### config.mk
export PLATFORM = sky130hd
export DESIGN_NAME = toll_output_unit
export DESIGN_NICKNAME = d
export VERILOG_FILES = /design/src/rtl/toll_output_unit.sv
export SDC_FILE = /design/constraint.sdc
export NUM_CORES = 1
export LEC_CHECK = 0
export CORE_UTILIZATION = 28
export CTS_CLUSTER_DIAMETER = 200
export DETAILED_ROUTE_END_ITERATION = 8
export PLACE_DENSITY = 0.53
export SYNTH_ARGS = -nofsm -noshare
export SYNTH_HDL_FRONTEND = slang
export SYNTH_SLANG_ARGS = --single-unit
### constraint.sdc
create_clock -name clk -period 3.2 [get_ports clk]
set_input_delay 0.64 -clock clk [delete_from_list [all_inputs] [get_ports clk]]
set_output_delay 0.64 -clock clk [all_outputs]
set_load 0.03 [all_outputs]
### src/rtl/toll_output_unit.sv
// Toll-gate output stage: charges the hipass card, then opens the gate or raises the deny alarm.
// Define TOLL_TOPUP_EN to add a saturating balance top-up port.
module toll_output_unit #(
    parameter logic [7:0] FEE_C0       = 8'd10,
    parameter logic [7:0] FEE_C1       = 8'd20,
    parameter logic [7:0] FEE_C2       = 8'd35,
    parameter logic [7:0] FEE_C3       = 8'd50,
    parameter logic [7:0] INIT_BALANCE = 8'd100,
    parameter int         GATE_CYCLES  = 16,
    parameter int         ALARM_CYCLES = 8
) (
    input  logic       clk,
    input  logic       rst,
    input  logic [1:0] state,
    input  logic       car,
    input  logic [3:0] hipass,
`ifdef TOLL_TOPUP_EN
    input  logic       topup_valid,
    input  logic [3:0] topup_id,
    input  logic [7:0] topup_amount,
    output logic       topup_ready,
`endif
    output logic       end_output,
    output logic       gate_open,
    output logic       deny_alarm,
    output logic [7:0] fee,
    output logic [7:0] balance_out,
    output logic       busy
);

    // state    | meaning
    // IDLE     | waiting for controller OUTPUT while armed
    // LOOKUP   | fetch fee and stored balance for the latched card
    // CHARGE   | grant (debit) or deny decision
    // HOLD     | gate open until car leaves or timer expires
    // ALARM    | deny alarm held for a fixed time
    // DONE     | one-cycle end_output pulse back to the controller

    localparam int TMAX = (GATE_CYCLES > ALARM_CYCLES) ? GATE_CYCLES : ALARM_CYCLES;
    localparam int TW   = $clog2(TMAX + 1);
    localparam logic [TW-1:0] GATE_LOAD  = TW'(GATE_CYCLES - 1);
    localparam logic [TW-1:0] ALARM_LOAD = TW'(ALARM_CYCLES - 1);

    typedef enum logic [2:0] {
        S_IDLE,
        S_LOOKUP,
        S_CHARGE,
        S_HOLD,
        S_ALARM,
        S_DONE
    } fsm_t;

    fsm_t          fsm;
    logic          armed;
    logic [3:0]    id;
    logic [7:0]    bal;
    logic [TW-1:0] timer;
    logic [7:0]    bal_table [16];
    logic          start;

    assign start = (fsm == S_IDLE) && (state == 2'b11) && armed;
    assign busy  = (fsm != S_IDLE);

    function automatic logic [7:0] class_fee(input logic [1:0] cls);
        case (cls)
            2'd0:    return FEE_C0;
            2'd1:    return FEE_C1;
            2'd2:    return FEE_C2;
            default: return FEE_C3;
        endcase
    endfunction

`ifdef TOLL_TOPUP_EN
    logic [8:0] topup_sum;
    // A starting transaction has priority; the requester keeps valid asserted.
    assign topup_ready = (fsm == S_IDLE) && !start;
    assign topup_sum   = {1'b0, bal_table[topup_id]} + {1'b0, topup_amount};
`endif

    always_ff @(posedge clk) begin
        if (rst) begin
            fsm         <= S_IDLE;
            armed       <= 1'b1;
            id          <= '0;
            bal         <= '0;
            timer       <= '0;
            end_output  <= 1'b0;
            gate_open   <= 1'b0;
            deny_alarm  <= 1'b0;
            fee         <= '0;
            balance_out <= '0;
            for (int i = 0; i < 16; i++) bal_table[i] <= INIT_BALANCE;
        end else begin
            end_output <= 1'b0;
            if (state != 2'b11) armed <= 1'b1;
            case (fsm)
                S_IDLE: begin
                    if (start) begin
                        id  <= hipass;
                        fsm <= S_LOOKUP;
                    end
`ifdef TOLL_TOPUP_EN
                    else if (topup_valid && topup_id != 4'd0) begin
                        bal_table[topup_id] <= topup_sum[8] ? 8'hFF : topup_sum[7:0];
                    end
`endif
                end
                S_LOOKUP: begin
                    fee <= class_fee(id[3:2]);
                    bal <= bal_table[id];
                    fsm <= S_CHARGE;
                end
                S_CHARGE: begin
                    // bal == fee is a grant that leaves a zero balance
                    if (id == 4'd0 || bal < fee) begin
                        deny_alarm  <= 1'b1;
                        timer       <= ALARM_LOAD;
                        balance_out <= bal;
                        fsm         <= S_ALARM;
                    end else begin
                        bal_table[id] <= bal - fee;
                        balance_out   <= bal - fee;
                        gate_open     <= 1'b1;
                        timer         <= GATE_LOAD;
                        fsm           <= S_HOLD;
                    end
                end
                S_HOLD: begin
                    if (!car || timer == '0) begin
                        gate_open <= 1'b0;
                        fsm       <= S_DONE;
                    end else begin
                        timer <= timer - TW'(1);
                    end
                end
                S_ALARM: begin
                    if (timer == '0) begin
                        deny_alarm <= 1'b0;
                        fsm        <= S_DONE;
                    end else begin
                        timer <= timer - TW'(1);
                    end
                end
                S_DONE: begin
                    end_output <= 1'b1;
                    armed      <= (state != 2'b11);
                    fsm        <= S_IDLE;
                end
                default: fsm <= S_IDLE;
            endcase
        end
    end

endmodule

==> results.md <==
- Register-to-register path setup slack: 0.41 ns
- Number of max-slew violations in the final report: 0
- Synth cell types: 58
- Kind of launch point of the worst setup path: flop
- Most common cell in the synthesized netlist: sky130_fd_sc_hd__edfxtp_1
- Clock period minus final worst setup slack: 2.79 ns
- Proportion of synthesized chip area in sequential cells: 0.589
- Worst Hold Endpoint: fee[3]
- Die Span Y: 169 um
- Count of antenna diodes in the layout: 0
- Antenna violations before repair: 0
- Maximum net fanout on the critical path: 12
- Max rail drop VDD: 0.401 mV
- H-tree depth reported by CTS: 4
- Area growth, synth to finish: 18.5%
- Category of the critical setup timing path: flop to flop
- EDFF count, synth: 128
- Top cell type's share of synthesized area: 0.491
- Final number of setup-violating endpoints: 0
- Pwr Density: 622 nW/um^2
- Die area: 28600 sq um
- Clk sinks: 166
- Global-route wire length before repair: 32900 um
- Asr flop ratio synth: 0
- Arrival time at the worst endpoint: 2.93 ns
- Initial DRT Pass Iterations: 5
- Starting DRT DRC Count: 404
- Average size of a mapped cell: 11.5 sq um
- Global-route congestion overflow total: 0
- I/O Buffers: 26
- Final period utilization: 0.872
- Average via count per standard cell: 4.95
- Pleak: 2.80 nW
- Number of failing hold endpoints at the final stage: 0
- Highest attainable clock frequency: 358 MHz
- Aggregate global-route resource usage: 0.156
- Final weighted congestion of routability-driven global placement: 0.823
- Setup Skew: 0.00894 ns
- Worst Hold Class: flop to flop
- Total number of vias: 5474
- Count of cells along the worst register-to-register path: 10
- Total Negative Setup Slacks: 0 ns
- Number of global-route vias before repair: 5555
- Worst hold slack after final layout: 0.481 ns
- Run status: finished clean
- Avg WL per Cell: 19.2 um
- Worst slew pin tran: 1.04 ns
- Cell type with the highest aggregate area in the netlist: sky130_fd_sc_hd__edfxtp_1
- Normalized max-slew margin: 0.303
- Area contributors post-synth: sky130_fd_sc_hd__edfxtp_1 (49%), sky130_fd_sc_hd__dfxtp_1 (9.7%), sky130_fd_sc_hd__mux2i_1 (4.6%)
- Clock latency at the later pin of the worst-skew pair: 0.43 ns
- Power Internal: 4.11 mW
- Number of instances in the synthesized netlist: 679
- Clock transition at path regs: 0.06 ns
- Clock tree from TritonCTS: built
- Initial Util: 0.288
- Estimated wirelength of the detail-placed design: 15300 um
- Most common flop cell mapped by yosys: sky130_fd_sc_hd__edfxtp_1
- Detailed Route WL: 21200 um
- Setup repair bufs after CTS: 0
- Most used standard cells in the synthesized netlist: sky130_fd_sc_hd__edfxtp_1 (128), sky130_fd_sc_hd__nor2_1 (71), sky130_fd_sc_hd__nand2_1 (65), sky130_fd_sc_hd__nor3_1 (63), sky130_fd_sc_hd__dfxtp_1 (38)
- Endpoint of the worst register-to-register path: bal_table[3][5]
- Core area: 27200 sq um
- Setup repair after global routing missed its margin: false
- Worst Path Required: 3.34 ns
- Sequential fraction of design power: 0.431
- Net count reported at finish: 739
- Total clock buffers created by CTS: 17
- YS warnings: 0
- Worst Hold Path Cells: 2
- Largest net degree at the start of global routing: 27
- PostCTS Resize Cnt: 0
- Post-route DRC: 0
- Number of top-level pins: 29
- Max Cap Violations: 0
- Std cell rows: 60
- Cts-stage hold buffer count: 0
- CTS max path bufs: 2
- Worst setup EP type: flop
- Switching share of total power: 0.287
- Startpoint of the worst register-to-register path: bal[0]
- Detail Route Antenna Nets: 0
- Post-synthesis cell area: 7820 sq um
- Width of the chip: 169 um
- Min-delay src: fee[3]
- Combinational share of power: 0.193
- Net switching power figure: 1.65 mW
- Layout cells sized above 1: 0.154
- Number of register bits inferred by synthesis: 166
- Clock root buffer: sky130_fd_sc_hd__clkbuf_16
- Clock network power share: 0.377
## routing by layer
| layer | GRT usage | up-vias | part of all wire |
|---|---|---|---|
| met5 | 0 | - | 0 |
| met4 | 0.0662 | 0 | 0.026 |
| met3 | 0.0222 | 33 | 0.042 |
| met2 | 0.256 | 119 | 0.48 |
| met1 | 0.205 | 2734 | 0.45 |
| li1 | - | 2588 | - |
## how the worst max path moves through the flow
stage                  endpoint  startpoint
3_3_place_gp   bal_table[12][6]      bal[0]
5_1_grt         bal_table[3][6]      bal[0]
4_1_cts        bal_table[12][7]      bal[0]
2_1_floorplan   bal_table[9][0]      fee[0]
3_5_place_dp   bal_table[12][3]      bal[0]
6_report        bal_table[3][5]      bal[0]
## power by group through the flow
stage          registers (mW)  clock network, mW  logic [mW]
3_5_place_dp             2.53                  0        1.10
5_1_grt                  2.49               2.28        1.18
4_1_cts                  2.48               2.20        1.10
3_3_place_gp             2.53                  0        1.10
6_report                 2.48               2.17        1.11
2_1_floorplan            2.50                  0       0.664
## worst max-delay path, stage by stage, from the launching register on
cell,delay [ns]
sky130_fd_sc_hd__dfxtp_1,0.34
sky130_fd_sc_hd__inv_1,0.06
sky130_fd_sc_hd__ha_1,0.21
sky130_fd_sc_hd__fa_1,0.40
sky130_fd_sc_hd__nand2b_1,0.19
sky130_fd_sc_hd__a211oi_2,0.23
sky130_fd_sc_hd__o41a_2,0.31
sky130_fd_sc_hd__nand4_1,0.12
sky130_fd_sc_hd__buf_4,0.21
sky130_fd_sc_hd__o21ai_0,0.23
sky130_fd_sc_hd__buf_4,0.19
## kinds of logic (layout without fill, tap and decap cells)
logic type	after synthesis	count (layout)	synth area share
other	2	10	0.000960
AND/OR/NAND/NOR	277	277	0.170
AO/OA/AOI/OAI	97	97	0.0808
flip-flops	166	166	0.589
buffers and inverters	68	115	0.0432
adder cells (fa/ha/maj)	9	9	0.0154
XOR/XNOR	7	7	0.00784
multiplexers	53	53	0.0939
## area by class of cell
type	instances	area, sq um
Fill cell	2776	17900
Sequential cell	166	4610
Multi-Input combinational cell	453	2920
Timing Repair Buffer	71	606
Tap cell	372	465
Clock buffer	20	447
Clock inverter	12	178
Inverter	12	45.0
## metrics by stage
stage / instances / power [mW] / cell area [sq um] / utilization / setup slack (ns)
floorplan: 687 / 3.16 / 7850 / - / 0.0739
global placement: 1074 / 3.63 / 8650 / 0.318 / 0.483
detailed placement: 1074 / 3.63 / 8650 / 0.318 / 0.457
CTS: 1106 / 5.79 / 9270 / 0.341 / 0.425
global route: 1106 / 5.96 / 9270 / 0.341 / 0.171
finish: 1106 / 5.77 / 9270 / 0.341 / 0.409
## cell usage in the layout, fill, tap and decap left out, types with 6 or more instances in the layout
cell	count
sky130_fd_sc_hd__clkdlybuf4s50_1	25
sky130_fd_sc_hd__clkbuf_16	17
sky130_fd_sc_hd__a21oi_1	20
sky130_fd_sc_hd__dfxtp_1	37
sky130_fd_sc_hd__or3_1	8
sky130_fd_sc_hd__a22oi_1	9
sky130_fd_sc_hd__buf_4	44
sky130_fd_sc_hd__mux2i_1	36
sky130_fd_sc_hd__ha_1	8
sky130_fd_sc_hd__mux4_2	16
sky130_fd_sc_hd__or2_2	7
sky130_fd_sc_hd__inv_1	12
sky130_fd_sc_hd__o22ai_1	16
sky130_fd_sc_hd__nor2b_1	6
sky130_fd_sc_hd__nand3_1	26
sky130_fd_sc_hd__nor3_1	63
sky130_fd_sc_hd__nor2_1	71
sky130_fd_sc_hd__nand2b_1	6
sky130_fd_sc_hd__nand2_1	65
sky130_fd_sc_hd__conb_1	10
sky130_fd_sc_hd__o21ai_0	24
sky130_fd_sc_hd__edfxtp_1	128
## registers in the layout (all words and copies together), names as in the netlist
signal       cells
id               4
deny_alarm       1
bal              8
bal_table      128
armed            1
fee              6
gate_open        1
end_output       1
balance_out      8
fsm              3
timer            5
(Power assumes the default switching activity.)
